File: config.mk
export PLATFORM = sky130hd
export DESIGN_NAME = demux_1_4
export DESIGN_NICKNAME = d
export VERILOG_FILES = /design/src/rtl/demux_1_4.sv
export SDC_FILE = /design/constraint.sdc
export NUM_CORES = 1
export LEC_CHECK = 0
export ABC_AREA = 1
export CAP_MARGIN = 40
export CORE_MARGIN = 4
export CORE_UTILIZATION = 45
export CTS_CLUSTER_DIAMETER = 50
export CTS_CLUSTER_SIZE = 24
export DETAILED_ROUTE_END_ITERATION = 12
export PLACE_DENSITY = 0.72
export REMOVE_ABC_BUFFERS = 1
export SETUP_SLACK_MARGIN = 0.1
export SLEW_MARGIN = 30
export SYNTH_ARGS = -nofsm -noshare
export SYNTH_HDL_FRONTEND = slang
export SYNTH_SLANG_ARGS = --single-unit
File: constraint.sdc
create_clock -name clock -period 2 [get_ports clock]
set_clock_uncertainty 0.05 [all_clocks]
set_input_delay 0.5 -clock clock [delete_from_list [all_inputs] [get_ports clock]]
set_output_delay 0.5 -clock clock [all_outputs]
set_load 0.02 [all_outputs]
File: src/rtl/demux_1_4.sv
// 1:4 word deserializer: gathers four consecutive accepted words into one parallel
// group and presents it to the consumer over a valid/ready handshake.
module demux_1_4 #(
    parameter int WIDTH = 16,
    parameter int CNT_W = 8
) (
    input  logic             clock,
    input  logic             reset,
    input  logic [WIDTH-1:0] in_data,
    input  logic             in_valid,
    input  logic             align,
    input  logic             out_ready,
    output logic [WIDTH-1:0] out_1,
    output logic [WIDTH-1:0] out_2,
    output logic [WIDTH-1:0] out_3,
    output logic [WIDTH-1:0] out_4,
    output logic             out_valid,
    output logic             overrun,
    output logic [CNT_W-1:0] group_count,
    output logic [1:0]       slot
);

    logic [1:0]       slot_r, slot_s;
    logic [WIDTH-1:0] stag0_r, stag1_r, stag2_r;
    logic [WIDTH-1:0] stag0_s, stag1_s, stag2_s;
    logic [WIDTH-1:0] out1_r, out2_r, out3_r, out4_r;
    logic [WIDTH-1:0] out1_s, out2_s, out3_s, out4_s;
    logic             valid_r, valid_s;
    logic             overrun_r, overrun_s;
    logic [CNT_W-1:0] count_r, count_s;
    logic             complete_s;
    logic             transfer_s;

    // Align takes priority, so a group can never complete on an align edge.
    assign complete_s = in_valid && !align && (slot_r == 2'd3);
    assign transfer_s = valid_r && out_ready;

    // Slot pointer and staging register next-state.
    always_comb begin
        slot_s  = slot_r;
        stag0_s = stag0_r;
        stag1_s = stag1_r;
        stag2_s = stag2_r;
        if (align) begin
            if (in_valid) begin
                stag0_s = in_data;
                slot_s  = 2'd1;
            end else begin
                slot_s  = 2'd0;
            end
        end else if (in_valid) begin
            slot_s = slot_r + 2'd1;
            case (slot_r)
                2'd0:    stag0_s = in_data;
                2'd1:    stag1_s = in_data;
                2'd2:    stag2_s = in_data;
                default: stag0_s = stag0_r;
            endcase
        end else begin
            slot_s = slot_r;
        end
    end

    // Output group, handshake, overrun and counter next-state.
    always_comb begin
        out1_s    = out1_r;
        out2_s    = out2_r;
        out3_s    = out3_r;
        out4_s    = out4_r;
        valid_s   = valid_r;
        overrun_s = overrun_r;
        count_s   = count_r;
        if (complete_s) begin
            out1_s  = stag0_r;
            out2_s  = stag1_r;
            out3_s  = stag2_r;
            out4_s  = in_data;
            valid_s = 1'b1;
            count_s = count_r + {{(CNT_W-1){1'b0}}, 1'b1};
            // Overwriting a presented group that is not taken on this very edge loses it.
            if (valid_r && !out_ready) begin
                overrun_s = 1'b1;
            end else begin
                overrun_s = overrun_r;
            end
        end else if (transfer_s) begin
            valid_s = 1'b0;
        end else begin
            valid_s = valid_r;
        end
    end

    // State registers with asynchronous active-low reset.
    always_ff @(posedge clock or negedge reset) begin
        if (!reset) begin
            slot_r    <= 2'd0;
            stag0_r   <= {WIDTH{1'b0}};
            stag1_r   <= {WIDTH{1'b0}};
            stag2_r   <= {WIDTH{1'b0}};
            out1_r    <= {WIDTH{1'b0}};
            out2_r    <= {WIDTH{1'b0}};
            out3_r    <= {WIDTH{1'b0}};
            out4_r    <= {WIDTH{1'b0}};
            valid_r   <= 1'b0;
            overrun_r <= 1'b0;
            count_r   <= {CNT_W{1'b0}};
        end else begin
            slot_r    <= slot_s;
            stag0_r   <= stag0_s;
            stag1_r   <= stag1_s;
            stag2_r   <= stag2_s;
            out1_r    <= out1_s;
            out2_r    <= out2_s;
            out3_r    <= out3_s;
            out4_r    <= out4_s;
            valid_r   <= valid_s;
            overrun_r <= overrun_s;
            count_r   <= count_s;
        end
    end

    assign out_1       = out1_r;
    assign out_2       = out2_r;
    assign out_3       = out3_r;
    assign out_4       = out4_r;
    assign out_valid   = valid_r;
    assign overrun     = overrun_r;
    assign group_count = count_r;
    assign slot        = slot_r;

endmodule
==> parameters.txt <==
Parameter                              Value

Setup path
  Crit start category    register
  Largest fanout of any net on the critical path    4
  Arrival time of the worst setup path    1.28 ns
  Maximum single-stage delay on the critical path    0.42 ns
  Critical path start-end classification    reg -> out
  Worst endpoint required time    1.45 ns
  Crit path buffers/inverters    1
  Worst setup path start    group_count[2]
  Flop2flop setup slack    roughly 0.53 ns
  Type of destination of the critical path    output pin
  Critical register-to-register path startpoint    slot[0]
  Slowest-stage cell, CP    sky130_fd_sc_hd__dfrtp_1
  Chain of cells forming the critical path    dlygate4sd2_1
  Family of cells with the greatest summed delay on the critical path    flip-flops

Timing
  F_max    546 MHz
  Max-slew violations    0
  # setup viols final    0
  Min cycle time layout    1.83 ns
  Final period util    0.915
  Fin. Hold Viols    0
  Slew at the pin with the worst max-slew slack    0.342 ns
  Normalized max-slew margin    0.772
  Setup repair after global routing missed its margin    true

Place
  Dpl cell area    around 6000 um^2
  Count of input and output buffers    96
  Sum of net half-perimeters after detailed placement    6610 um
  Total placed cells including tap cells    712
  Gp weighted congestion    0.769

Final layout
  Ratio of cells with drive above 1 in the final layout    0.0805
  # nets final    622
  Filler cells    893
  Final cell count without fillers    ~750
  Cell area after layout    approximately 6400 um^2
  Leading cell type in the layout, fill and taps excluded    sky130_fd_sc_hd__nand2_1
  Antenna Cells    0
  Most used cells in the layout excluding fill and tap cells    sky130_fd_sc_hd__nand2_1 (227), sky130_fd_sc_hd__dfrtp_1 (124), sky130_fd_sc_hd__dlygate4sd2_1 (73)
  Final core occ    0.622
  Layout-stage area growth over the synthesis result    35.7%

Global route
  Grt total ovfl    0
  All-Layer GR Usage    0.185
  Number of global-route vias before repair    roughly 3600
  Pin count of the biggest net entering global routing    57
  Number of antenna violations at the first check in global routing    0
  First-pass GRT wire length    17300 um

CTS
  CTS Root Buffer Type    sky130_fd_sc_hd__clkbuf_8
  Clock tree from TritonCTS    done
  Post-CTS setup repair buffer count    0
  Number of levels the H-tree was split into    4
  Clock insertion delay at the later pin of the skew report    a little over 0.5 ns
  Number of buffers on the longest clock path    2
  CTS Sinks    124
  Clock-pin slew on the worst setup and hold paths    0.06 ns
  Number of buffers added by the clock tree synthesis step    17

Floorplan
  Die extent in y    110 um
  Die footprint    12200 um^2
  Horiz. Die Dim    110 um
  Area of the placeable core    about 10000 um^2
  Num ports    97
  Number of rows created at floorplan    37
  Initial standard-cell utilization of the core    0.458

Logic synthesis
  Synthesized cell area    4710 um^2
  Synth top area share    0.659
  FF+latch count, synth    124
  Number of cells produced by synthesis    491
  Post-synth cell types    20
  Leading cell types by total area after synthesis    sky130_fd_sc_hd__dfrtp_1 (66%), sky130_fd_sc_hd__nand2_1 (18%), sky130_fd_sc_hd__o21ai_0 (6.7%)
  Synthesized area per cell    9.59 um^2
  Share of the yosys chip area belonging to registers    0.659
  Warnings from Yosys    0
  Cell accounting for the most synthesized area    sky130_fd_sc_hd__dfrtp_1

Pwr
  Maximum vdd ir drop    0.600 mV
  Part of the total power dissipated in sequential elements    0.413
  Pint    6.14 mW
  Overall power after layout    9.05 mW
  Clk network pwr share    0.339
  Leakage power    3.47 nW
  Combinational fraction of design power    0.248
  Fraction of power spent switching nets    0.322
  Power Density    1420 nW/um^2
  Switching power    2.91 mW

Routing
  ANT nets after route    0
  Detailed Route WL    10200 um
  DRC violation count after routing    0
  Starting DRT DRC Count    roughly 210
  Drt wl/cell    between 10 and 15 um
  First-pass iteration count of the detailed router    4
  Vias    3594
  Number of vias per cell    slightly below 5

Outcome
  Status    complete, no violations

Job
  Total of max-cap violations    0

Min path
  Kind of path behind the tightest hold check    in -> async
-- state kept, by name, summed over array words and instances, names as in the netlist, 2 cells and up --
signal and cells:
out_2 16, group_count 8, out_4 16, stag0_r 16, out_1 16, out_3 16
stag2_r 16, slot 2, stag1_r 16
-- path summary, 6_finish.rpt --
path	depth (start not counted)	to
setup / recovery	1	group_count[2]
hold / removal	2	out_valid
setup reg to reg	6	stag2_r[10]
hold reg to reg	2	out_1[14]
max in group asynchronous	3	stag2_r[10]
min in group clock	2	out_1[14]
-- logic make-up after synthesis --
kind of cell               Yosys count  synth area share
DFF                                124             0.659
adders and majority gates            5            0.0133
and+or+nand+nor                    239             0.195
xor gates and xnor gates             5           0.00930
AOI/OAI and AO/OA                   67            0.0723
buffers and inverters               51            0.0513
-- per-layer routing --
layer  vias up  track usage  routed length (um)
met5         -            0                   0
met1      1713        0.259                4690
met2       121        0.284                4750
met4         0       0.0580                 101
li1       1746            -                   -
met3        14       0.0513                 645
-- stage by stage --
step	setup slack, ns	setup TNS, ns	hold WS, ns
4_1_cts	0.119	0	0.379
3_5_place_dp	0.0442	0	0.376
5_1_grt	0.0991	0	0.415
2_1_floorplan	-0.839	-38.13	0.154
6_report	0.170	0	0.391
3_3_place_gp	0.103	0	0.374
-- power by group through the flow --
stage	registers [mW]	logic [mW]	clock network (mW)
3_3_place_gp	3.78	2.57	0
5_1_grt	3.85	2.50	3.25
2_1_floorplan	4.35	0.638	0
6_report	3.74	2.24	3.07
3_5_place_dp	3.80	2.63	0
4_1_cts	3.75	2.29	3.13
-- cells in the mapped netlist --
| cell | number |
|---|---|
| sky130_fd_sc_hd__o21ai_1 | 2 |
| sky130_fd_sc_hd__xnor2_1 | 2 |
| sky130_fd_sc_hd__nand2_1 | 227 |
| sky130_fd_sc_hd__nor2_2 | 1 |
| sky130_fd_sc_hd__buf_4 | 6 |
| sky130_fd_sc_hd__buf_6 | 2 |
| sky130_fd_sc_hd__nand3_2 | 1 |
| sky130_fd_sc_hd__a211oi_1 | 1 |
| sky130_fd_sc_hd__inv_1 | 27 |
| sky130_fd_sc_hd__buf_2 | 10 |
| sky130_fd_sc_hd__nand3_1 | 6 |
| sky130_fd_sc_hd__clkbuf_1 | 5 |
| sky130_fd_sc_hd__xor2_1 | 3 |
| sky130_fd_sc_hd__inv_2 | 1 |
| sky130_fd_sc_hd__dfrtp_1 | 124 |
| sky130_fd_sc_hd__nor2_1 | 3 |
| sky130_fd_sc_hd__o21ai_0 | 63 |
| sky130_fd_sc_hd__nand3b_1 | 1 |
| sky130_fd_sc_hd__ha_1 | 5 |
| sky130_fd_sc_hd__o21bai_1 | 1 |
-- layout make-up --
class / instances / area, um^2 / area share
clock buffer: 19 / 442 / 0.0691
clock inverter: 13 / 165 / 0.0258
inverter: 28 / 105 / 0.0164
multi-input combinational: 316 / 1380 / 0.215
sequential: 124 / 3100 / 0.486
tap: 136 / 170 / 0.0266
timing repair buffer: 109 / 1030 / 0.161
-- what timing repair did --
action,4_1_cts,5_1_grt
gates resized for setup,76,3
pin swaps,0,0
hold endpoints to repair,22,0
endpoints found under the setup margin,76,3
hold buffers,1,0
No activity file was read; power rests on OpenSTA's default activity.
==> RTL edit: new RTL, same settings <==
The parameter `WIDTH` goes from 16 to 18.
--- a/src/rtl/demux_1_4.sv
+++ b/src/rtl/demux_1_4.sv
@@ -3,3 +3,3 @@
 module demux_1_4 #(
-    parameter int WIDTH = 16,
+    parameter int WIDTH = 18,
     parameter int CNT_W = 8
Ports: changed (5 resized); port bits go from 97 to 107. The function was not compared with the original's and may differ.
==> RTL edit against the unedited design <==
  * Count of clock-buffer cells in the layout grew 2
  * Maximum frequency grew 5.3%
  * Largest cell class unchanged
  * Combinational power decreased by 10%
  * Power rose by 3.1%
  * Worst setup slack better by 0.092 ns
  * Sequential cell count is 14 higher
  * Design area grew 11%
  * Cell count grew 9.4%
  * Sequential power is 5% higher
  * Synthesized area increased by 12%
  * Critical path depth unchanged
  * Via count is 10% higher
  * Non-clock buffer count increased by 12
  * Highest routed layer unchanged
  * Wire length rose by 13%
==> RTL edit: results (changes against the unedited design) <==
- Run status: finished, final reports clean
- Normalized max-slew margin: 72.66% (-4.5 points)
- Overall via count from detail_route: 3968 (+10%)
- Static leakage power: 3.887 nW (+12%)
- Placer congestion estimate: 0.8021 (+4.3%)
- Number of placed instances with taps included: 781 (+9.7%)
- Final hold violations: 0 (unchanged)
- Arrival time of data at the critical path endpoint: 1.19 ns (-0.09 ns)
- Peak fanout along the critical path: 4 (unchanged)
- Average vias per placed instance: 4.869 (+0.92%)
- TritonCTS buffer count: 17 (unchanged)
- Crit path largest cell delay: just over 0.4 ns
- Count of different cell masters after synthesis: 22 (+10%)
- Drt first pass iters: 4 (unchanged)
- Port Buffers: 106 (+10%)
- Post-Place Worst Slack: -0.1747 ns (-0.2189 ns)
- Synthesized instance count: 545 (+11%)
- CTS H-Tree Depth: 4 (unchanged)
- Maximum number of buffers from clock root to sink: 2 (unchanged)
- Slowest CP cell: dfrtp_1
- Dominant register cell in the synthesized netlist: dfrtp_1
- Gate family responsible for the most delay along the worst path: flip-flops
- DPL Wire Length: 7580 um (+15%)
- Sequential area share after synthesis: 65.43% (-0.47 points)
- Clk slew on worst S/H paths: 0.06 ns (about the same)
- Parity-gate share of the synthesized area counting xor and xnor cells: 0.6638% (-0.27 points)
- All-layer global routing usage: 18.29% (-0.24 points)
- Top cells by count, synth: nand2_1 (253), dfrtp_1 (138), o21ai_0 (72)
- Number of inserted diodes: 0 (unchanged)
- Maximum number of pins on one net before global-route repair: 48 (-16%)
- Ratio of cells with drive above 1 in the final layout: 7.738% (-0.31 points)
- Biggest area contributors in the synthesized netlist: dfrtp_1 (65%), nand2_1 (18%), o21ai_0 (6.8%), inv_1 (2.0%), buf_6 (1.7%)
- Final routed wire length divided by cell count: 14.14 um (+3.4%)
- Arithmetic-cell share of the synthesized area counting full adders, half adders and majority gates: 1.185% (-0.14 points)
- Class of the worst hold path: reg2reg
- Insertion delay of the later-clocked pin in the worst-skew pair: 0.41 ns (-0.10 ns)
- Worst VDD drop: 0.5951 mV (-0.83%)
- Post-synthesis compound-gate area fraction: 7.421% (+0.19 points)
- Nets@finish: 687 (+10%)
- DRT iter0 DRCs: 242 (+17%)
- Number of warnings printed during yosys synthesis: 0 (unchanged)
- Wire length of the first global-routing pass: 19180 um (+11%)
- Fraction of registers with async set/reset: 100.0% (unchanged)
- Post-synthesis mux area share: 0% (unchanged)
- Root buffer cell: clkbuf_16
- Number of antenna violations at the first check in global routing: 0 (unchanged)
- Fill cell instance count of the final layout: 990 (+11%)
==> RTL edit: cell types whose count changed in the layout (fill, tap and decap cells not counted), sizes merged, moves of 3 or more <==
cell           unedited run  this run
nand2                   227       253
dfrtp                   124       138
dlygate4sd2              73        84
o21ai                    65        76
clkdlybuf4s15             3         0
==> RTL edit: logic make-up after synthesis <==
group           Yosys count
simple gates            265
flops                   138
compound gates           77
buf+inv                  56
fa+ha+maj                 5
xor+xnor                  4
==> RTL edit: worst paths after layout <==
kind                                  end  startpoint  slack (ns)  cells after the start
setup / recovery                  slot[0]     slot[0]        0.26                      1
hold / removal                   out_1[5]  stag0_r[5]        0.42                      2
setup reg to reg               stag0_r[9]     slot[0]        0.37                      5
hold reg to reg                  out_1[5]  stag0_r[5]        0.42                      2
max in group asynchronous  group_count[6]       reset        0.86                      3
min in group asynchronous       out_valid       reset        0.48                      2
==> RTL edit: through the flow <==
step | instance area [sq um] | power [mW] | setup TNS (ns) | utilization (%) | hold slack (ns)
2_1_floorplan | 5089 | 5.030 | -14.35 | - | 0.1544
3_3_place_gp | 6497 | 6.245 | -1.157 | 56.66 | 0.3458
3_5_place_dp | 6497 | 6.319 | -2.198 | 56.66 | 0.3449
4_1_cts | 7056 | 9.437 | 0 | 61.53 | 0.4180
5_1_grt | 7071 | 9.850 | 0 | 61.66 | 0.4357
6_report | 7071 | 9.339 | 0 | 61.66 | 0.4203
==> RTL edit: report_power, final <==
group / leakage [nW] / internal [mW] / switching, mW
Combinational: 1.79 / 0.792 / 1.22
Clock: 0.313 / 2.28 / 1.13
Sequential: 1.78 / 3.51 / 0.415
==> RTL edit: per-layer routing <==
layer	vias up	GRT usage (%)	part of all wire, %
met5	-	0	0
met4	0	6.883	1.4
met3	19	4.508	5.4
met2	115	29.02	47
met1	1899	24.54	46
li1	1935	-	-
==> RTL edit: cell type report <==
cell class | instances | share of cell area (%)
clock buffer | 21 | 6.512
clock inverter | 11 | 2.725
inverter | 30 | 1.593
multi-input combinational | 351 | 21.64
sequential | 138 | 48.84
tap | 143 | 2.531
timing repair buffer | 121 | 16.16
==> RTL edit: what timing repair did <==
item	4_1_cts	5_1_grt
hold buffers	1	0
endpoints found under the hold margin	27	0
setup endpoints to repair	84	0
setup buffers	0	0
gates resized for setup	84	0
